### src/rtl/hazard_control_unit_pkg.sv
// Shared definitions for the hazard control unit: FSM states, forwarding codes, memory timeout.
// Latency: n/a (types and constants only).
// Backpressure: n/a.
package hazard_control_unit_pkg;

  typedef enum logic [1:0] {
    ST_RUN       = 2'b00,
    ST_LD_BUBBLE = 2'b01,
    ST_DM_WAIT   = 2'b10
  } hcu_state_t;

  // Operand source codes driven on fwdA/fwdB/fwdC.
  localparam logic [1:0] FWD_RF  = 2'b00;
  localparam logic [1:0] FWD_EX  = 2'b01;
  localparam logic [1:0] FWD_MEM = 2'b10;
  localparam logic [1:0] FWD_WB  = 2'b11;

  // Number of DM_WAIT cycles without dm_ack before the access is abandoned.
  localparam logic [3:0] DM_TIMEOUT_LIMIT = 4'd15;

  localparam logic [15:0] STALL_CNT_MAX = 16'hFFFF;

endpackage

### src/rtl/hazard_control_unit_forward_select.sv
// Picks the youngest in-flight producer of one source register (EX, then MEM, then WB).
// Latency: purely combinational.
// Backpressure: none; result is only meaningful while src_used=1, otherwise FWD_RF.
// Ports: src/src_used = register field and whether it is read;
//        {ex,mem,wb}_rd/_en = destination and writeback enable per stage; sel = FWD_* code.
module forward_select
  import hazard_control_unit_pkg::*;
(
  input  logic [4:0] src,
  input  logic       src_used,
  input  logic [4:0] ex_rd,
  input  logic       ex_en,
  input  logic [4:0] mem_rd,
  input  logic       mem_en,
  input  logic [4:0] wb_rd,
  input  logic       wb_en,
  output logic [1:0] sel
);

  always_comb begin
    sel = FWD_RF;
    // r0 is hardwired to zero, so a write to it must never be forwarded.
    if (src_used && (src != 5'd0)) begin
      if (ex_en && (ex_rd == src)) begin
        sel = FWD_EX;
      end else if (mem_en && (mem_rd == src)) begin
        sel = FWD_MEM;
      end else if (wb_en && (wb_rd == src)) begin
        sel = FWD_WB;
      end
    end
  end

endmodule

### src/rtl/hazard_control_unit.sv
// Pipeline hazard control: operand forwarding, load-use bubble, data-memory wait/timeout, delay-slot annul.
// Latency: all control outputs combinational from state + inputs; state, dm_timeout, stall_cnt registered.
// Backpressure: DM_WAIT freezes the whole pipe (pipe_hold) and front end until dm_ack or timeout.
// Ports: Clk/R clock and sync reset; ID_* decode fields; EX_/MEM_/WB_* stage info; dm_ack memory done;
//        PC_LE/nPC_LE/IF_ID_LE front-end enables; nop_sel bubble mux; IF_ID_flush delay-slot annul;
//        pipe_hold back-end freeze; dm_req memory request; fwdA/B/C operand sources;
//        dm_timeout sticky error; stall_cnt saturating stall-cycle count.
module hazard_control_unit
  import hazard_control_unit_pkg::*;
(
  input  logic        Clk,
  input  logic        R,
  input  logic [4:0]  ID_rs1,
  input  logic [4:0]  ID_rs2,
  input  logic [4:0]  ID_rd,
  input  logic        ID_use_rs2,
  input  logic        ID_store,
  input  logic        ID_B_instr,
  input  logic        ID_29_a,
  input  logic        ID_ba,
  input  logic        branch_taken,
  input  logic [4:0]  EX_rd,
  input  logic [4:0]  MEM_rd,
  input  logic [4:0]  WB_rd,
  input  logic        EX_RF_enable,
  input  logic        MEM_RF_enable,
  input  logic        WB_RF_enable,
  input  logic        EX_load_instr,
  input  logic        MEM_load_instr,
  input  logic        MEM_Read_Write,
  input  logic        dm_ack,
  output logic        PC_LE,
  output logic        nPC_LE,
  output logic        IF_ID_LE,
  output logic        nop_sel,
  output logic        IF_ID_flush,
  output logic        pipe_hold,
  output logic        dm_req,
  output logic [1:0]  fwdA,
  output logic [1:0]  fwdB,
  output logic [1:0]  fwdC,
  output logic        dm_timeout,
  output logic [15:0] stall_cnt
);

  hcu_state_t state;
  hcu_state_t state_nxt;
  logic [3:0] wait_cnt;
  logic       load_use;
  logic       mem_miss;
  logic       wait_expired;
  logic       front_le;
  logic       annul_cond;

  // Loads and stores share the same request/ack handshake; the direction only
  // matters to the memory itself.
  logic mem_rw_unused;
  assign mem_rw_unused = MEM_Read_Write;

  // ---------------------------------------------------------------- forwarding
  // Forcing "not used" during reset drives every select to FWD_RF.
  forward_select u_fwd_rs1 (
    .src      (ID_rs1),
    .src_used (!R),
    .ex_rd    (EX_rd),
    .ex_en    (EX_RF_enable),
    .mem_rd   (MEM_rd),
    .mem_en   (MEM_RF_enable),
    .wb_rd    (WB_rd),
    .wb_en    (WB_RF_enable),
    .sel      (fwdA)
  );

  forward_select u_fwd_rs2 (
    .src      (ID_rs2),
    .src_used (ID_use_rs2 && !R),
    .ex_rd    (EX_rd),
    .ex_en    (EX_RF_enable),
    .mem_rd   (MEM_rd),
    .mem_en   (MEM_RF_enable),
    .wb_rd    (WB_rd),
    .wb_en    (WB_RF_enable),
    .sel      (fwdB)
  );

  forward_select u_fwd_rd (
    .src      (ID_rd),
    .src_used (ID_store && !R),
    .ex_rd    (EX_rd),
    .ex_en    (EX_RF_enable),
    .mem_rd   (MEM_rd),
    .mem_en   (MEM_RF_enable),
    .wb_rd    (WB_rd),
    .wb_en    (WB_RF_enable),
    .sel      (fwdC)
  );

  // ---------------------------------------------------------------- hazards
  // A load in EX cannot forward in time; any consumer in ID needs one bubble.
  assign load_use = EX_load_instr && EX_RF_enable && (EX_rd != 5'd0) &&
                    ((EX_rd == ID_rs1) ||
                     (ID_use_rs2 && (EX_rd == ID_rs2)) ||
                     (ID_store   && (EX_rd == ID_rd)));

  assign mem_miss = MEM_load_instr && !dm_ack;

  // wait_cnt counts completed DM_WAIT cycles, so the last allowed cycle sees LIMIT-1.
  assign wait_expired = (state == ST_DM_WAIT) && !dm_ack &&
                        (wait_cnt == (DM_TIMEOUT_LIMIT - 4'd1));

  // Annulled delay slot: a=1 with the branch not taken, or branch-always.
  assign annul_cond = ID_B_instr && ID_29_a && (!branch_taken || ID_ba);

  // ---------------------------------------------------------------- FSM
  always_comb begin
    state_nxt = state;
    front_le  = 1'b1;
    nop_sel   = 1'b0;
    pipe_hold = 1'b0;
    dm_req    = 1'b0;
    case (state)
      ST_RUN: begin
        dm_req = MEM_load_instr;
        // An outstanding memory access wins; the load-use check is redone
        // once the pipe is released.
        if (mem_miss) begin
          state_nxt = ST_DM_WAIT;
        end else if (load_use) begin
          front_le  = 1'b0;
          nop_sel   = 1'b1;
          state_nxt = ST_LD_BUBBLE;
        end
      end
      ST_LD_BUBBLE: begin
        // The producing load has moved to MEM this cycle, so it may need memory.
        // The hazard it caused is already covered by the inserted bubble.
        dm_req    = MEM_load_instr;
        state_nxt = mem_miss ? ST_DM_WAIT : ST_RUN;
      end
      ST_DM_WAIT: begin
        dm_req    = 1'b1;
        pipe_hold = 1'b1;
        front_le  = 1'b0;
        if (dm_ack || wait_expired) begin
          state_nxt = ST_RUN;
        end
      end
      default: begin
        state_nxt = ST_RUN;
      end
    endcase
    if (R) begin
      state_nxt = ST_RUN;
      front_le  = 1'b1;
      nop_sel   = 1'b0;
      pipe_hold = 1'b0;
      dm_req    = 1'b0;
    end
  end

  assign PC_LE    = front_le;
  assign nPC_LE   = front_le;
  assign IF_ID_LE = front_le;
  // Held back while IF/ID is frozen; reappears when the stall releases.
  assign IF_ID_flush = annul_cond && front_le && !R;

  always_ff @(posedge Clk) begin
    if (R) begin
      state      <= ST_RUN;
      wait_cnt   <= 4'd0;
      dm_timeout <= 1'b0;
      stall_cnt  <= 16'd0;
    end else begin
      state <= state_nxt;
      // Held at zero outside DM_WAIT, so it always starts clean on entry.
      if (state == ST_DM_WAIT) begin
        wait_cnt <= wait_cnt + 4'd1;
      end else begin
        wait_cnt <= 4'd0;
      end
      if (wait_expired) begin
        dm_timeout <= 1'b1;
      end
      if (!front_le && (stall_cnt != STALL_CNT_MAX)) begin
        stall_cnt <= stall_cnt + 16'd1;
      end
    end
  end

endmodule
### config.mk
export PLATFORM = sky130hd
export DESIGN_NAME = hazard_control_unit
export DESIGN_NICKNAME = d
export VERILOG_FILES = /design/src/rtl/hazard_control_unit_pkg.sv /design/src/rtl/hazard_control_unit_forward_select.sv /design/src/rtl/hazard_control_unit.sv
export SDC_FILE = /design/constraint.sdc
export NUM_CORES = 1
export LEC_CHECK = 0
export CORE_UTILIZATION = 40
export DETAILED_ROUTE_END_ITERATION = 16
export PLACE_DENSITY = 0.73
export SLEW_MARGIN = 30
export SYNTH_ARGS = -nofsm -noshare
export SYNTH_HDL_FRONTEND = slang
export SYNTH_HIERARCHICAL = 1
export SYNTH_SLANG_ARGS = --single-unit
export TNS_END_PERCENT = 1
### constraint.sdc
create_clock -name Clk -period 5.2 [get_ports Clk]
set_input_delay 0.52 -clock Clk [delete_from_list [all_inputs] [get_ports Clk]]
set_output_delay 0.52 -clock Clk [all_outputs]
set_load 0.05 [all_outputs]
==> results.tsv <==
metric	value	unit
status	complete, no violations	
cts_setup_buffers	0	
io_pins	75	
cts_max_level	1	
antenna_found_initial	0	
crit_fanout	29	
cts-root-buf	clkbuf_8	
worstHoldStart	wait_cnt[0]	
ys_types	49	
power.density	145	mW/mm²
place_congestion	0.819	
mostFrequentLayoutCells	73 x clkdlybuf4s50_1, 41 x xor2_1, 23 x dfxtp_1, 21 x xnor2_1, 15 x nand3_1	
start_kind	input port	
final_area	0.00289	mm²
cts_tree	yes	
initialDrtViolationCount	68	
die_w	74.2	µm
coreArea	0.00488	mm²
synth_area_per_cell	8.54	µm²
rows	25	
fin_crit	3.87	ns
ys_ff_latch	23	
synth_nets	292	
grt_pass1_vias	1857	
p_leak	0.000978	µW
viasPerCell	5.44	
max_freq	258	MHz
cp-end-kind	output pin	
synth_edf_count	0	
insertion_delay	0.26	ns
drtPass1Iterations	4	
dp_hpwl	4350	µm
grt_pass1_wl	8700	µm
start_util	42.7	%
detailedPlace.worstSlack	1.34	ns
ff2ff_path_depth	7	
post_cts_resized	0	
worst_pin_slew	0.655	ns
die_area	0.00550	mm²
dpl_cell_area	0.00285	mm²
finClkSkew	0.00710	ns
clkSinkCount	23	
crit_required	4.68	ns
netlist_area	0.00208	mm²
syn-instance-count	244	
hold_path_class	flip-flop to flip-flop	
drc_errors	0	
seq_area	460	µm²
ys_seq_area_share	22.1	%
drive_above_1_share	8.28	%
postCtsHoldBufs	0	
multi_input_comb_area	0.00153	mm²
synth.yosys.warnings	6	
timing.rr.end	stall_cnt[3]	
drv_slew	0	
whs_path_depth	1	
synthArstFlopShare	0	%
wl	5650	µm
cts_buffers	3	
rsz0062_at_grt	no	
r2r_slack	3.00	ns
slew_headroom	56.1	%
die_h	74.2	µm
area_growth	38.7	%
ant_nets	0	
setup_viol	0	
antenna_cells	0	
peakVddDrop	0.0000918	V
fin_ws	1.33	ns
layout.nets	363	
min_to	wait_cnt[0]	
synthFlopType	dfxtp_1	
clkTransAtPathRegs	0.08	ns
crit_type	input port to output pin	
grt_max_degree	30	
hold_viol	0	
cp.arrival	3.35	ns
port-buffer-count	73	
wl_per_cell	14.8	µm
final.fill_count	489	
grt-ovfl-total	0	
setup_tns	0	ns
cap_viol_max_count	0	
cts_buffer_depth	2	
final_common_cell	clkdlybuf4s50_1	
hold_ws	0.470	ns
r2r-start	stall_cnt[7]	
period_share	74.4	%
vias	2074	
grt.total_usage	20.0	%
-- worst max path at each step --
stage,start,endpoint
floorplan,EX_rd[1],IF_ID_flush
global placement,EX_rd[1],PC_LE
detailed placement,EX_rd[1],nPC_LE
CTS,EX_rd[1],nPC_LE
global route,R,nPC_LE
finish,EX_rd[2],nPC_LE
-- cell type report --
type | instances | area share, %
clock buffer | 4 | 1.56
inverter | 7 | 1.08
multi-input combinational | 205 | 52.7
sequential | 23 | 15.9
tap | 67 | 2.90
timing repair buffer | 75 | 25.8
-- through the flow --
stage          utilization (%)  cells  power [µW]
2_1_floorplan                -    244         248
3_3_place_gp              58.3    377         311
5_1_grt                   59.3    381         441
4_1_cts                   59.3    381         423
3_5_place_dp              58.3    377         313
6_report                  59.3    381         420
-- state kept, by name, indices dropped and copies added, names as in the netlist --
name and flops:
dm_timeout 1, wait_cnt 4, stall_cnt 16, state 2
-- logic make-up (layout without fill, tap and decap cells) --
kind of cell / after synthesis / after routing / share of synthesized area (%)
muxes: 4 / 4 / 2.22
DFF: 23 / 23 / 22.1
buffers and inverters: 16 / 86 / 4.98
xor gates and xnor gates: 62 / 62 / 26.1
and+or+nand+nor: 97 / 97 / 29.2
AOI/OAI and AO/OA: 39 / 39 / 13.6
adders and majority gates: 3 / 3 / 1.80
-- Yosys cell counts, types with 6 or more instances --
| library cell | instances | area share, % |
|---|---|---|
| o31ai_1 | 6 | 2.2 |
| and3_1 | 8 | 2.4 |
| xnor2_1 | 21 | 8.8 |
| dfxtp_1 | 23 | 22 |
| a21oi_1 | 7 | 1.7 |
| xor2_1 | 41 | 17 |
| a21oi_2 | 6 | 2.5 |
| nor2_1 | 11 | 2.0 |
| nand2_1 | 9 | 1.6 |
| or4_1 | 12 | 4.3 |
| nand3_1 | 15 | 3.6 |
| nor4_1 | 7 | 2.1 |
-- worst max-delay path, cell delays in order --
cell	delay, ns
clkdlybuf4s50_1	0.62
or4_1	0.58
o221a_1	0.24
or2_1	0.22
o21a_4	0.15
inv_6	0.17
clkdlybuf4s50_1	0.85
-- routing by layer --
layer / track usage, % / vias up / wire length (µm)
li1: - / 1039 / -
met1: 25.7 / 962 / 2580
met2: 35.7 / 71 / 2620
met3: 3.66 / 2 / 433
met4: 2.56 / 0 / 14
met5: 0 / - / 0
-- power breakdown --
part	internal (µW)	leakage [µW]	switching, µW
sequential	177	0.000185	0.976
combinational	64.2	0.000769	68.0
clock	54.6	0.0000228	55.0
No activity file was read; power rests on OpenSTA's default activity.
